<file path="src/rtl/data_break_ctrl.sv">
// rtl/data_break_ctrl.sv - single-word data-break (DMA) responder; define DB_LATE_EN for the late-request flag
`timescale 1ns/1ps
module data_break_ctrl #(
   parameter int LATE_CYCLES = 64
) (
   input  logic        clk,
   input  logic        reset,
   input  logic        clear,
   input  logic        data_break,
   input  logic        to_disk,
   input  logic [0:14] dmaAddr,
   input  logic [0:11] dmaDOUT,
   input  logic        break_ok,
   output logic        cpu_hold,
   output logic        break_in_prog,
   output logic [0:11] dmaDIN,
   output logic        din_valid,
   output logic [0:14] mem_addr,
   output logic [0:11] mem_wdata,
   output logic        mem_rd,
   output logic        mem_wr,
   input  logic [0:11] mem_rdata,
   output logic        data_late
);

   typedef enum logic [1:0] {S_IDLE, S_ADDR, S_DATA, S_END} state_e;

   state_e      state;
   state_e      state_nxt;
   logic        accept;
   logic [0:14] addr_q;
   logic [0:11] wdata_q;
   logic        rd_q;

   logic        hold_d;
   logic        bip_d;
   logic        rd_d;
   logic        wr_d;
   logic        dv_d;
   logic [0:14] addr_d;
   logic [0:11] wdata_d;

   assign accept = (state == S_IDLE) && data_break && break_ok && !clear;

   always_ff @(posedge clk or negedge reset) begin
      if (!reset) begin
         state <= S_IDLE;
      end else begin
         state <= state_nxt;
      end
   end

   always_comb begin
      state_nxt = state;
      case (state)
         S_IDLE:  if (accept) state_nxt = S_ADDR;
         S_ADDR:  state_nxt = S_DATA;
         S_DATA:  state_nxt = S_END;
         S_END:   state_nxt = S_IDLE;
         default: state_nxt = S_IDLE;
      endcase
   end

   // Request is captured once; later changes on the device bus are ignored.
   always_ff @(posedge clk or negedge reset) begin
      if (!reset) begin
         addr_q  <= '0;
         wdata_q <= '0;
         rd_q    <= 1'b0;
      end else if (accept) begin
         addr_q  <= dmaAddr;
         wdata_q <= dmaDOUT;
         rd_q    <= to_disk;
      end
   end

   always_comb begin
      hold_d  = 1'b0;
      bip_d   = 1'b0;
      rd_d    = 1'b0;
      wr_d    = 1'b0;
      dv_d    = 1'b0;
      addr_d  = '0;
      wdata_d = '0;
      case (state)
         S_ADDR: begin
            hold_d  = 1'b1;
            bip_d   = 1'b1;
            addr_d  = addr_q;
            rd_d    = rd_q;
            wr_d    = !rd_q;
            wdata_d = rd_q ? '0 : wdata_q;
         end
         S_DATA: begin
            hold_d = 1'b1;
            bip_d  = 1'b1;
         end
         S_END: begin
            hold_d = 1'b1;
            dv_d   = rd_q;
         end
         default: ;
      endcase
   end

   // Memory returns read data one cycle after mem_rd, so it is captured while in END.
   always_ff @(posedge clk or negedge reset) begin
      if (!reset) begin
         cpu_hold      <= 1'b0;
         break_in_prog <= 1'b0;
         mem_rd        <= 1'b0;
         mem_wr        <= 1'b0;
         din_valid     <= 1'b0;
         mem_addr      <= '0;
         mem_wdata     <= '0;
         dmaDIN        <= '0;
      end else begin
         cpu_hold      <= hold_d;
         break_in_prog <= bip_d;
         mem_rd        <= rd_d;
         mem_wr        <= wr_d;
         din_valid     <= dv_d;
         mem_addr      <= addr_d;
         mem_wdata     <= wdata_d;
         if (state == S_END && rd_q) begin
            dmaDIN <= mem_rdata;
         end
      end
   end

`ifdef DB_LATE_EN
   logic [6:0] late_cnt;
   logic       late_q;
   logic       waiting;

   assign waiting = (state == S_IDLE) && data_break && !break_ok;

   always_ff @(posedge clk or negedge reset) begin
      if (!reset) begin
         late_cnt <= '0;
         late_q   <= 1'b0;
      end else begin
         if (waiting) begin
            late_cnt <= (late_cnt == 7'h7f) ? late_cnt : late_cnt + 7'd1;
         end else if (!data_break || accept) begin
            late_cnt <= '0;
         end
         if (clear) begin
            late_q <= 1'b0;
         end else if (waiting && (int'(late_cnt) + 1 >= LATE_CYCLES)) begin
            late_q <= 1'b1;
         end
      end
   end

   assign data_late = late_q;
`else
   // No late detection in this build; LATE_CYCLES is accepted but has no effect.
   assign data_late = 1'b0 & (LATE_CYCLES != 0);
`endif

endmodule
</file>
<file path="config.mk">
export PLATFORM = sky130hd
export DESIGN_NAME = data_break_ctrl
export DESIGN_NICKNAME = d
export VERILOG_FILES = /design/src/rtl/data_break_ctrl.sv
export SDC_FILE = /design/constraint.sdc
export NUM_CORES = 1
export LEC_CHECK = 0
export BUFFER_PORTS_ARGS = -buffer_cell sky130_fd_sc_hd__buf_2
export CAP_MARGIN = 20
export CORE_MARGIN = 4
export CORE_UTILIZATION = 45
export CTS_CLUSTER_SIZE = 24
export DETAILED_ROUTE_END_ITERATION = 8
export MAX_ROUTING_LAYER = met4
export PLACE_DENSITY = 0.75
export SYNTH_ARGS = -nofsm -noshare
export SYNTH_HDL_FRONTEND = slang
export SYNTH_SLANG_ARGS = --single-unit
</file>
<file path="constraint.sdc">
create_clock -name clk -period 1.5 [get_ports clk]
set_input_delay 0.075 -clock clk [delete_from_list [all_inputs] [get_ports clk]]
set_output_delay 0.075 -clock clk [all_outputs]
set_load 0.05 [all_outputs]
</file>
After elaboration in Yosys (flattened, before gate mapping). Index checks and enable logic that the tools add are counted.

Output and inout port bits: 45. Register bits: 74.

Reduce and logical (&&, ||, !) cells: 9. Mux-type cells: 10. Eq/ne operators: 4.

Operators by type and width (number): $mux W12 (2); $mux W15 (1); $pmux W2 S4 (1); $mux W1 (5); $eq A2 B2 Y1 const B (2); $logic_and A1 B1 Y1 (4); $reduce_or A3 Y1 (1); $eq A2 B1 Y1 const B (1); $logic_not A1 Y1 (2); $logic_not A2 Y1 (1); $mux W2 (1); $ne A2 B2 Y1 const B (1); $reduce_or A2 Y1 (1).

Logic depth before layout (Yosys ltp).
Depth after elaboration: 6. Depth in mapped cells: 6.

Least setup slack after synthesis. Ideal clock, no wire load.

Path kind: reg2reg. Start point: register state[0]. End point: register addr_q[10] (netlist bit). Stages on the path, launching flop included: 7. Period minus slack after synthesis: 1524 ps. Buffers on the path: 2. Path slack: -24 ps. Required time: 1375 ps. Library setup time: 125 ps. Arrival time: 1398 ps. Cell sequence: dfrtp_1 > inv_1 > ha_1 > nand4b_1 > buf_6 > buf_12 > mux2_4.

Cells in the longest elaborated chain, start to end: 4.

Ends and longest elaborated chain: start, declared (RTL line 28) `state_e state;`; start signal, assigned (RTL line 49) `state <= state_nxt;`; $logic_not A2 Y1 (RTL line 43) `assign accept = (state == S_IDLE) && data_break && break_ok && !clear;`; $logic_and A1 B1 Y1 (3 in series) (RTL line 43); end signal, assigned (RTL line 71) `addr_q <= dmaAddr;`; end, declared (RTL line 31) `logic [0:14] addr_q;`.

No other way between the ends. A chain may end at the register's enable or synchronous reset.

Final worst setup path.
Start point: register state[1]. End point: register wdata_q[1] (netlist bit).

Cells in the longest elaborated chain, start to end: 4.

Ends and longest elaborated chain: $logic_not A2 Y1 (RTL line 43); $logic_and A1 B1 Y1 (3 in series) (RTL line 43); end signal, assigned (RTL line 72) `wdata_q <= dmaDOUT;`; end, declared (RTL line 32) `logic [0:11] wdata_q;`.

No other way between the ends.

==> impl_metrics.json <==
{
  "htreeDepth": 3,
  "skew_ps": 8.08,
  "yosysSeqAreaShare_pct": 67.2,
  "powerDensity_nw_per_um2": 2040,
  "start_kind": "flip-flop",
  "crit_chain": "inv_2 > ha_4 > nand4b_1 > buf_4 > clkbuf_16 > mux2_4",
  "syn-cell-area_um2": 2760,
  "outcome": "complete, no violations",
  "synthTopCellsByArea": "dfrtp_1 67%, mux2_4 11%, mux2_2 8.2%, and2_1 6.4%, ha_1 1.8%",
  "cts-buffers-inserted": 9,
  "setup_viol": 0,
  "clkTransAtPathRegs_ps": 60,
  "power_mw": 8.18,
  "max_stage_delay_ps": 390,
  "worst-endpoint-required_ps": 1720,
  "die_w_um": 86.3,
  "wl_per_cell_um": 14.4,
  "hold_viol": 0,
  "ant_nets": 0,
  "power.leakage_nw": 2.12,
  "clock.fmax_mhz": 687,
  "drc": 0,
  "critical_path_class": "reg -> reg",
  "dp.cells": 332,
  "root_buffer": "clkbuf_8",
  "fillers": 413,
  "diodes": 0,
  "cts_num_sinks": 74,
  "synth_cells": 167,
  "firstDrtPassIters": 4,
  "drive_gt1_share_pct": 50.5,
  "maxCapViolations": 0,
  "cts_tree": "yes",
  "grt_pass1_vias": 1859,
  "rsz0062_at_grt": "true",
  "clk-insertion-delay-late_ps": 340,
  "finalCriticalPeriod_ps": 1460,
  "dp_hpwl_um": 3680,
  "finalMaxSlewViolations": 0,
  "worstHoldPathType": "in -> reg",
  "grt_overflow": 0,
  "crit_path_max_fanout": 5,
  "grt_pass1_wl_um": 8930,
  "postSynthNetCount": 216,
  "worst_ep_arrival_time_ps": 1670,
  "final_util_pct": 67.7,
  "yosys.area.top_type": "dfrtp_1",
  "ios": 90,
  "yosysWarnings": 0,
  "dieArea_um2": 7440,
  "ys_ff_latch": 74,
  "drtIter0Drc": 62,
  "grtUsageTotal_pct": 16.6,
  "ctsLongestPathBuffers": 2,
  "antenna_found_initial": 0,
  "place.gp.congestion": 0.725,
  "netlist.area_leader.share_pct": 67.2,
  "holdWs_ps": 93.3,
  "synth.distinct_cells": 21,
  "core_area_um2": 5920,
  "wirelength_um": 5660,
  "path_delay_family": "buffers and inverters",
  "initial_core_util_pct": 46.6,
  "num-nets-final": 364,
  "avgViaCountPerCell": 4.49,
  "port_buffers": 88,
  "grt_max_degree": 33,
  "ir_worst_vdd_mv": 1.05,
  "cp_slowest_cell": "dfrtp_1",
  "reg2reg_slack_ps": 40,
  "setup_tns_ps": 0,
  "crit_path_end_kind": "flip-flop",
  "num_rows": 28,
  "area_growth_pct": 45.3,
  "fin_cells": 394,
  "fin_crit_sh_pct": 97.0,
  "die_y_um": 86.3,
  "dr_total_vias": 1769,
  "crit_buf_inv": 3,
  "synth_area_per_cell_um2": 16.5
}
[per-layer routing]
metal,up-vias,global-route usage (%),routed length (um)
li1,842,-,-
met1,869,19.3,2290
met2,52,27.3,2990
met3,6,4.09,329
met4,0,8.07,53
met5,-,-,0
[metrics by stage]
step | cell area [um^2] | setup slack [ps]
after floorplan | 2770 | 19.2
after global placement | 3340 | 18.2
after detailed placement | 3340 | -32.7
after CTS | 3970 | 27.2
after global routing | 4010 | -6.98
final | 4010 | 44.9
[worst reg2reg max path: cells and delay by family (launching register included)]
family	cells	cell delay, ps
adders and majority gates	1	140
muxes	1	290
DFF	1	390
and+or+nand+nor	1	100
buffers and inverters	3	420
[registers in the layout, indices dropped and copies added (netlist names), 2 cells and up]
signal and flops:
mem_wdata 12, addr_q 15, wdata_q 12, state 2
dmaDIN 12, mem_addr 15
[cell type report]
class	count	area (um^2)	area share, %
sequential	74	1850	46.2
timing repair buffer	144	1040	26.0
multi-input combinational	82	835	20.8
clock buffer	13	159	3.97
tap	75	93.8	2.34
inverter	4	15.0	0.375
clock inverter	2	12.5	0.312
[Yosys cell counts (all sizes together)]
| library cell | count |
|---|---|
| mux2 | 40 |
| conb | 1 |
| nor2 | 1 |
| and4b | 1 |
| and2b | 1 |
| dfrtp | 74 |
| clkbuf | 2 |
| buf | 5 |
| inv | 4 |
| a311o | 1 |
| nand3b | 1 |
| nand2 | 1 |
| and2 | 28 |
| nand4b | 1 |
| nor2b | 1 |
| a31oi | 1 |
| ha | 4 |
[worst paths after layout]
check,start,end,cells past startpoint
worst max-delay path,state[1],wdata_q[1],6
worst min-delay path,clear,state[0],3
worst max register to register,state[1],wdata_q[1],6
worst min register to register,wdata_q[9],mem_wdata[9],1
max in group asynchronous,reset,din_valid,3
min in group asynchronous,reset,wdata_q[8],2
[cells by family after synthesis]
kind of cell / Yosys count / synth area share (%)
adder cells (fa/ha/maj): 4 / 1.81
AND/OR/NAND/NOR: 35 / 8.12
buffers and inverters: 11 / 3.13
AO/OA/AOI/OAI: 2 / 0.590
other: 1 / 0.136
multiplexers: 40 / 19.1
flip-flops: 74 / 67.2
[cells in the final DEF, fill, tap and decap left out, drive strengths merged]
cell type,count
mux2,40
nor2b,1
and2b,1
buf,102
conb,1
clkinvlp,1
a31oi,1
ha,4
clkinv,1
nand4b,1
inv,4
nand2,1
dfrtp,74
nand3b,1
clkbuf,14
a311o,1
and4b,1
and2,28
nor2,1
dlygate4sd3,41
[report_power, final]
part	leakage, nW	switching (mW)	internal (mW)	total, mW
clock network	0.0855	0.655	0.680	1.34
registers	0.936	0.343	2.81	3.16
logic	1.10	2.28	1.41	3.69
[what timing repair did]
| item | CTS | global route |
|---|---|---|
| hold buffers | 41 | 0 |
| pin swaps | 0 | 1 |
| gates resized for setup | 4 | 0 |
| cloned | 1 | 1 |
| buffers inserted | 2 | 2 |
| endpoints found under the hold margin | 70 | 0 |
| endpoints found under the setup margin | 30 | 20 |
Note: power is estimated with default switching activity, not from simulation.
